## src/rtl/if_fetch_unit_if.sv

```systemverilog
// Instruction-memory bus between the fetch unit (master) and instruction memory (slave).
// req/gnt/rvalid handshake, at most one outstanding word read.
interface if_fetch_unit_if;
  logic        req;
  logic [31:0] addr;
  logic        gnt;
  logic        rvalid;
  logic [31:0] rdata;

  modport master (
    output req,
    output addr,
    input  gnt,
    input  rvalid,
    input  rdata
  );

  modport slave (
    input  req,
    input  addr,
    output gnt,
    output rvalid,
    output rdata
  );
endinterface

```

## src/rtl/if_fetch_unit.sv

```systemverilog
// Instruction-fetch stage: owns the PC, fetches over the imem bus, feeds the IF/ID register.
// Optional macro IF_MISALIGN_CHK_EN aligns jump targets and flags misaligned ones on if2cu_misalign_o.
module if_fetch_unit #(
  parameter logic [31:0] RESET_PC = 32'h0000_0000,
  parameter logic [31:0] NOP_INS  = 32'h0000_0013
) (
  input  logic                  clk,
  input  logic                  rest,
  input  logic                  cu2if_jump_flag_i,
  input  logic [31:0]           cu2if_jump_addr_i,
  input  logic                  cu2if_hold_flag_i,
  if_fetch_unit_if.master       imem,
`ifdef IF_MISALIGN_CHK_EN
  output logic                  if2cu_misalign_o,
`endif
  output logic [31:0]           if2ifid_addr_o,
  output logic [31:0]           if2ifid_ins_o,
  output logic                  if2ifid_valid_o
);

  typedef enum logic [2:0] {
    S_RESET = 3'd0,
    S_FETCH = 3'd1,
    S_WAIT  = 3'd2,
    S_DROP  = 3'd3,
    S_HOLD  = 3'd4
  } state_e;

  state_e      state_q, state_d;
  logic [31:0] pc_q, pc_d;
  logic        req_q, req_d;
  logic [31:0] out_addr_q, out_addr_d;
  logic [31:0] out_ins_q, out_ins_d;
  logic        out_valid_q, out_valid_d;
  logic [31:0] buf_addr_q, buf_addr_d;
  logic [31:0] buf_ins_q, buf_ins_d;
  logic        mis_q, mis_d;
  logic [31:0] jump_tgt_s;
  logic        jump_mis_s;

`ifdef IF_MISALIGN_CHK_EN
  assign jump_tgt_s = {cu2if_jump_addr_i[31:2], 2'b00};
  assign jump_mis_s = (cu2if_jump_addr_i[1:0] != 2'b00);
  assign if2cu_misalign_o = mis_q;
`else
  assign jump_tgt_s = cu2if_jump_addr_i;
  assign jump_mis_s = 1'b0;
`endif

  // Next-state logic: jump beats hold beats normal flow.
  always_comb begin
    state_d     = state_q;
    pc_d        = pc_q;
    out_addr_d  = out_addr_q;
    out_ins_d   = out_ins_q;
    out_valid_d = out_valid_q;
    buf_addr_d  = buf_addr_q;
    buf_ins_d   = buf_ins_q;
    mis_d       = 1'b0;

    if (cu2if_jump_flag_i) begin
      pc_d        = jump_tgt_s;
      mis_d       = jump_mis_s;
      out_addr_d  = 32'h0000_0000;
      out_ins_d   = NOP_INS;
      out_valid_d = 1'b0;
      buf_addr_d  = 32'h0000_0000;
      buf_ins_d   = 32'h0000_0000;
      // An in-flight or just-granted read still owes one response that must be discarded.
      case (state_q)
        S_FETCH: state_d = imem.gnt    ? S_DROP  : S_FETCH;
        S_WAIT:  state_d = imem.rvalid ? S_FETCH : S_DROP;
        S_DROP:  state_d = imem.rvalid ? S_FETCH : S_DROP;
        default: state_d = S_FETCH;
      endcase
    end else begin
      if (!cu2if_hold_flag_i) begin
        out_addr_d  = 32'h0000_0000;
        out_ins_d   = NOP_INS;
        out_valid_d = 1'b0;
      end else begin
        out_valid_d = out_valid_q;
      end

      case (state_q)
        S_RESET: state_d = S_FETCH;
        S_FETCH: state_d = imem.gnt ? S_WAIT : S_FETCH;
        S_WAIT: begin
          if (imem.rvalid && cu2if_hold_flag_i) begin
            buf_addr_d = pc_q;
            buf_ins_d  = imem.rdata;
            state_d    = S_HOLD;
          end else if (imem.rvalid) begin
            out_addr_d  = pc_q;
            out_ins_d   = imem.rdata;
            out_valid_d = 1'b1;
            pc_d        = pc_q + 32'd4;
            state_d     = S_FETCH;
          end else begin
            state_d = S_WAIT;
          end
        end
        S_HOLD: begin
          if (!cu2if_hold_flag_i) begin
            out_addr_d  = buf_addr_q;
            out_ins_d   = buf_ins_q;
            out_valid_d = 1'b1;
            pc_d        = pc_q + 32'd4;
            state_d     = S_FETCH;
          end else begin
            state_d = S_HOLD;
          end
        end
        S_DROP:  state_d = imem.rvalid ? S_FETCH : S_DROP;
        default: state_d = S_RESET;
      endcase
    end

    req_d = (state_d == S_FETCH);
  end

  // State, PC, skid buffer and all registered outputs.
  always_ff @(posedge clk or negedge rest) begin
    if (!rest) begin
      state_q     <= S_RESET;
      pc_q        <= RESET_PC;
      req_q       <= 1'b0;
      out_addr_q  <= 32'h0000_0000;
      out_ins_q   <= NOP_INS;
      out_valid_q <= 1'b0;
      buf_addr_q  <= 32'h0000_0000;
      buf_ins_q   <= 32'h0000_0000;
      mis_q       <= 1'b0;
    end else begin
      state_q     <= state_d;
      pc_q        <= pc_d;
      req_q       <= req_d;
      out_addr_q  <= out_addr_d;
      out_ins_q   <= out_ins_d;
      out_valid_q <= out_valid_d;
      buf_addr_q  <= buf_addr_d;
      buf_ins_q   <= buf_ins_d;
      mis_q       <= mis_d;
    end
  end

  assign imem.req        = req_q;
  assign imem.addr       = pc_q;
  assign if2ifid_addr_o  = out_addr_q;
  assign if2ifid_ins_o   = out_ins_q;
  assign if2ifid_valid_o = out_valid_q;

endmodule
```

## src/flat_wrapper.sv

```systemverilog
// flat-port wrapper written by rule: the top's interface ports become plain ports
module if_fetch_unit_flat 
#(
  parameter logic [31:0] RESET_PC = 32'h0000_0000,
  parameter logic [31:0] NOP_INS  = 32'h0000_0013
)
  (clk, rest, cu2if_jump_flag_i, cu2if_jump_addr_i, cu2if_hold_flag_i, if2ifid_addr_o, if2ifid_ins_o, if2ifid_valid_o, imem_req, imem_addr, imem_gnt, imem_rvalid, imem_rdata);
  if_fetch_unit_if imem_i ();
  input  logic clk;
  input  logic rest;
  input  logic cu2if_jump_flag_i;
  input  logic [31:0] cu2if_jump_addr_i;
  input  logic cu2if_hold_flag_i;
  output logic [31:0] if2ifid_addr_o;
  output logic [31:0] if2ifid_ins_o;
  output logic if2ifid_valid_o;
  output wire logic [$bits(imem_i.req)-1:0] imem_req;
  output wire logic [$bits(imem_i.addr)-1:0] imem_addr;
  input wire logic [$bits(imem_i.gnt)-1:0] imem_gnt;
  input wire logic [$bits(imem_i.rvalid)-1:0] imem_rvalid;
  input wire logic [$bits(imem_i.rdata)-1:0] imem_rdata;
  assign imem_req = imem_i.req;
  assign imem_addr = imem_i.addr;
  assign imem_i.gnt = imem_gnt;
  assign imem_i.rvalid = imem_rvalid;
  assign imem_i.rdata = imem_rdata;
  if_fetch_unit #(.RESET_PC(RESET_PC), .NOP_INS(NOP_INS)) u_core (.clk(clk), .rest(rest), .cu2if_jump_flag_i(cu2if_jump_flag_i), .cu2if_jump_addr_i(cu2if_jump_addr_i), .cu2if_hold_flag_i(cu2if_hold_flag_i), .imem(imem_i), .if2ifid_addr_o(if2ifid_addr_o), .if2ifid_ins_o(if2ifid_ins_o), .if2ifid_valid_o(if2ifid_valid_o));
endmodule
```

## config.mk

```make
export PLATFORM = sky130hd
export DESIGN_NAME = if_fetch_unit_flat
export DESIGN_NICKNAME = d
export VERILOG_FILES = /design/src/rtl/if_fetch_unit_if.sv /design/src/rtl/if_fetch_unit.sv /design/src/flat_wrapper.sv
export SDC_FILE = /design/constraint.sdc
export NUM_CORES = 1
export LEC_CHECK = 0
export BUFFER_PORTS_ARGS = -buffer_cell sky130_fd_sc_hd__clkbuf_2
export CAP_MARGIN = 30
export CORE_MARGIN = 4
export CORE_UTILIZATION = 40
export DETAILED_ROUTE_END_ITERATION = 7
export PLACE_DENSITY_LB_ADDON = 0.08
export SLEW_MARGIN = 20
export SYNTH_ARGS = -nofsm -noshare
export SYNTH_HDL_FRONTEND = slang
export SYNTH_SLANG_ARGS = --single-unit
export TNS_END_PERCENT = 5
```

## constraint.sdc

```tcl
create_clock -name clk -period 2.23 [get_ports clk]
set_clock_uncertainty 0.1 [all_clocks]
set_input_delay 0.3345 -clock clk [delete_from_list [all_inputs] [get_ports clk]]
set_output_delay 0.3345 -clock clk [all_outputs]
set_load 0.01 [all_outputs]
```

==> run_results.csv <==
group,metric,value,unit
outcome,status,"finished, final reports clean",
die,rows,49,
global_route,grt_max_degree,79,
routing,avgRoutedWirePerCell,19.1,µm
clock_tree,clk_pin_slew,0.07,ns
yosys,synth.top_cell.area_share,54.6,%
critical_path,cp-start-kind,"register",
power_and_ir_drop,pwr_density_cell,737,nW/µm²
power_and_ir_drop,p_total,6.82,mW
routing,first_pass_iters,8,
timing,hold_ws,0.0387,ns
critical_path,cp-startpoint,"u_core.imem.addr[3]$_DFFE_PN0P_",
run,max-cap-violations,0,
yosys,synthCells,769,
die,ioPinCount,168,
power_and_ir_drop,vdd_drop_max,0.599,mV
yosys,synth_edf_count,0,
yosys,ys_types,54,
yosys,syn_area,7420,µm²
clock_tree,numClockSinks,165,
clock_tree,cts_tree,"built",
final_layout,fillers,1679,
critical_path,arrival,2.39,ns
critical_path,critPathKind,"register to register",
yosys,synth_top_area_cell,"dfrtp_1",
critical_path,critPathCaptureType,"register",
yosys,yosysWarningCount,0,
yosys,async_reset_ff_share,100,%
routing,drt-vias-per-instance,5.86,
die,core-area,18100,µm²
critical_path,crit_family,"simple AND/OR/NAND/NOR gates",
critical_path,cp_cell_sequence,"ha_1 > and4bb_2 > o21ai_1 > buf_4 > or4_1 > a31oi_1",
timing,fmax,466,MHz
critical_path,cp.required,2.47,ns
power_and_ir_drop,p_leak,4.10,nW
clock_tree,h-tree-depth,4,
critical_path,max_stage_delay,0.50,ns
timing,period_share,96.3,%
die,die_area,20800,µm²
yosys,ys_ff_latch,165,
global_route,first_global_vias,6874,
yosys,synthTopCellsByArea,"dfrtp_1 55%, a222oi_1 8.2%, nand2_1 7.5%",
placed_design,dp_cells,1136,
yosys,seq_area_frac_synth,55.7,%
final_layout,area_growth,24.6,%
timing,timing.final.max_slew_violations,0,
placed_design,place_congestion,0.774,
placed_design,dp_hpwl,14700,µm
clock_tree,cts_buffers,17,
yosys,syn_area_per_cell,9.65,µm²
timing,worst_pin_slew,0.821,ns
timing,setup_ws,0.0826,ns
die,die_x,144,µm
yosys,synthFlopType,"dfrtp_1",
critical_path,crit_slowest_cell,"or4_1",
final_layout,stdcell_area,9250,µm²
timing,setup_viol,0,
critical_path,r2r_start,"u_core.imem.addr[3]$_DFFE_PN0P_",
timing,relSlewSlack,45.3,%
placed_design,placed_area,8660,µm²
clock_tree,root_buffer,"clkbuf_16",
timing,setup_tns,0,ns
routing,remaining_drc_errors,0,
global_route,grt_pass1_wl,35300,µm
final_layout,layout-drive-gt1-share,27.2,%
routing,ant_nets,0,
final_layout,nets,998,
timing,period_needed,2.15,ns
timing,rsz0062_at_grt,"no",
routing,vias,6854,
final_layout,antenna_cells,0,
clock_tree,clock_latency,0.42,ns
die,initial_core_util,41.0,%
global_route,antenna_found_initial,1,
placed_design,place_ws,0.0521,ns
routing,dr.first_iter.drc_count,759,
yosys,syn-num-nets,840,
routing,wirelength,22400,µm
die,dieHeight,144,µm
critical_path,cp_num_buf_inv,1,
min_path,worstHoldPathType,"input pin to register",
critical_path,crit_fanout,14,
timing,final-hold-violation-count,0,
placed_design,portBuffers,167,
final_layout,post-route-util,51.1,%
final_layout,final_cell_count_no_fill,1169,
min_path,hp-start,"imem_rdata[2]",
global_route,grt.total_usage,21.3,%
clock_tree,cts_buffer_depth,2,
global_route,grt_overflow,0,
synthesized netlist by cell type (all sizes together), types with 2 or more instances:
library cell and instances:
nand2b 3, a211o 2, nand3b 3, nor2 83
nor4b 2, a22o 7, and3 4, o21ai 21
xor2 3, buf 10, o211ai 6, dfrtp 162
or4 17, mux2 2, a21oi 74, or3 7
nand4 8, nor2b 13, o31ai 13, a211oi 2
a222oi 61, dfstp 3, nor3 2, clkbuf 57
inv 4, nand3 14, xnor2 3, nand2 148
and2 2, a31oi 16
what timing repair did:
item,in CTS,in global routing
gates resized for setup,0,3
endpoints found under the hold margin,40,0
endpoints found under the setup margin,0,8
hold buffers,1,0
setup buffers,0,0
area by class of cell:
| type | count | area [µm²] | share of cell area (%) |
|---|---|---|---|
| clock buffers | 19 | 443 | 4.79 |
| clock inverters | 13 | 125 | 1.35 |
| flip-flops and latches | 165 | 4140 | 44.7 |
| multi-input cells | 532 | 3020 | 32.7 |
| repair buffers | 206 | 1210 | 13.1 |
| well taps | 229 | 287 | 3.10 |
| inverters | 5 | 18.8 | 0.203 |
logic make-up after synthesis:
logic type                 Yosys count  synth area share (%)
adders and majority gates            1                 0.169
AOI/OAI and AO/OA                  207                  19.8
and+or+nand+nor                    315                  19.4
muxes                                3                 0.438
buffers and inverters               72                  3.81
DFF                                165                  55.7
xor gates and xnor gates             6                 0.708
metal layers:
layer / vias up / GRT usage (%) / share of wire [%]
met3: 32 / 3.47 / 6.2
met2: 246 / 35.2 / 49
met4: 2 / 7.76 / 1.9
li1: 3137 / - / -
met5: - / 0 / 0.031
met1: 3437 / 28.4 / 42
power by group:
group / total [mW] / switching [mW] / internal (mW)
Sequential: 3.22 / 0.123 / 3.09
Clock: 2.84 / 1.26 / 1.58
Combinational: 0.759 / 0.465 / 0.294
Total: 6.82 / 1.85 / 4.97
worst register-to-register path: stages, from the launching register on:
cell and delay (ns):
dfrtp_2 0.41, ha_1 0.21, and4bb_2 0.32, o21ai_1 0.13
buf_4 0.20, or4_1 0.50, a31oi_1 0.19
cell usage in the layout (no fill, tap or decap), types with 5 or more instances in the layout:
master | synthesis | routed
nand3_1 | 13 | 13
or4_1 | 16 | 16
clkbuf_16 | 0 | 17
nor2_1 | 83 | 83
nand4_1 | 8 | 8
o31ai_1 | 13 | 13
nand2_1 | 148 | 147
dfrtp_1 | 162 | 160
o21ai_0 | 19 | 19
clkbuf_2 | 1 | 165
a31oi_1 | 16 | 16
a222oi_1 | 61 | 61
or3_1 | 5 | 5
buf_12 | 0 | 6
a21oi_1 | 74 | 74
a22o_1 | 7 | 7
buf_4 | 0 | 33
o211ai_1 | 6 | 6
nor2b_1 | 13 | 12
clkinvlp_4 | 0 | 7
registers in the layout (all words and copies together), names as in the netlist:
register / count
u_core.state_q: 3
u_core.if2ifid_valid_o: 1
u_core.buf_ins_q: 32
u_core.imem.addr: 32
u_core.if2ifid_addr_o: 32
u_core.imem.req: 1
u_core.buf_addr_q: 32
u_core.if2ifid_ins_o: 32
worst paths after layout:
kind                                                           end  slack, ns  depth (start not counted)
worst max-delay path              u_core.imem.addr[22]$_DFFE_PN0P_       0.08                          6
worst min-delay path               u_core.buf_ins_q[2]$_DFFE_PN0P_       0.04                          3
worst max register to register    u_core.imem.addr[22]$_DFFE_PN0P_       0.08                          6
worst min register to register   u_core.buf_addr_q[27]$_DFFE_PN0P_       0.43                          2
max in group asynchronous         u_core.imem.addr[20]$_DFFE_PN0P_       0.94                          3
min in group asynchronous       u_core.if2ifid_ins_o[25]$_DFF_PN0_       0.30                          2
(Power assumes the default switching activity.)
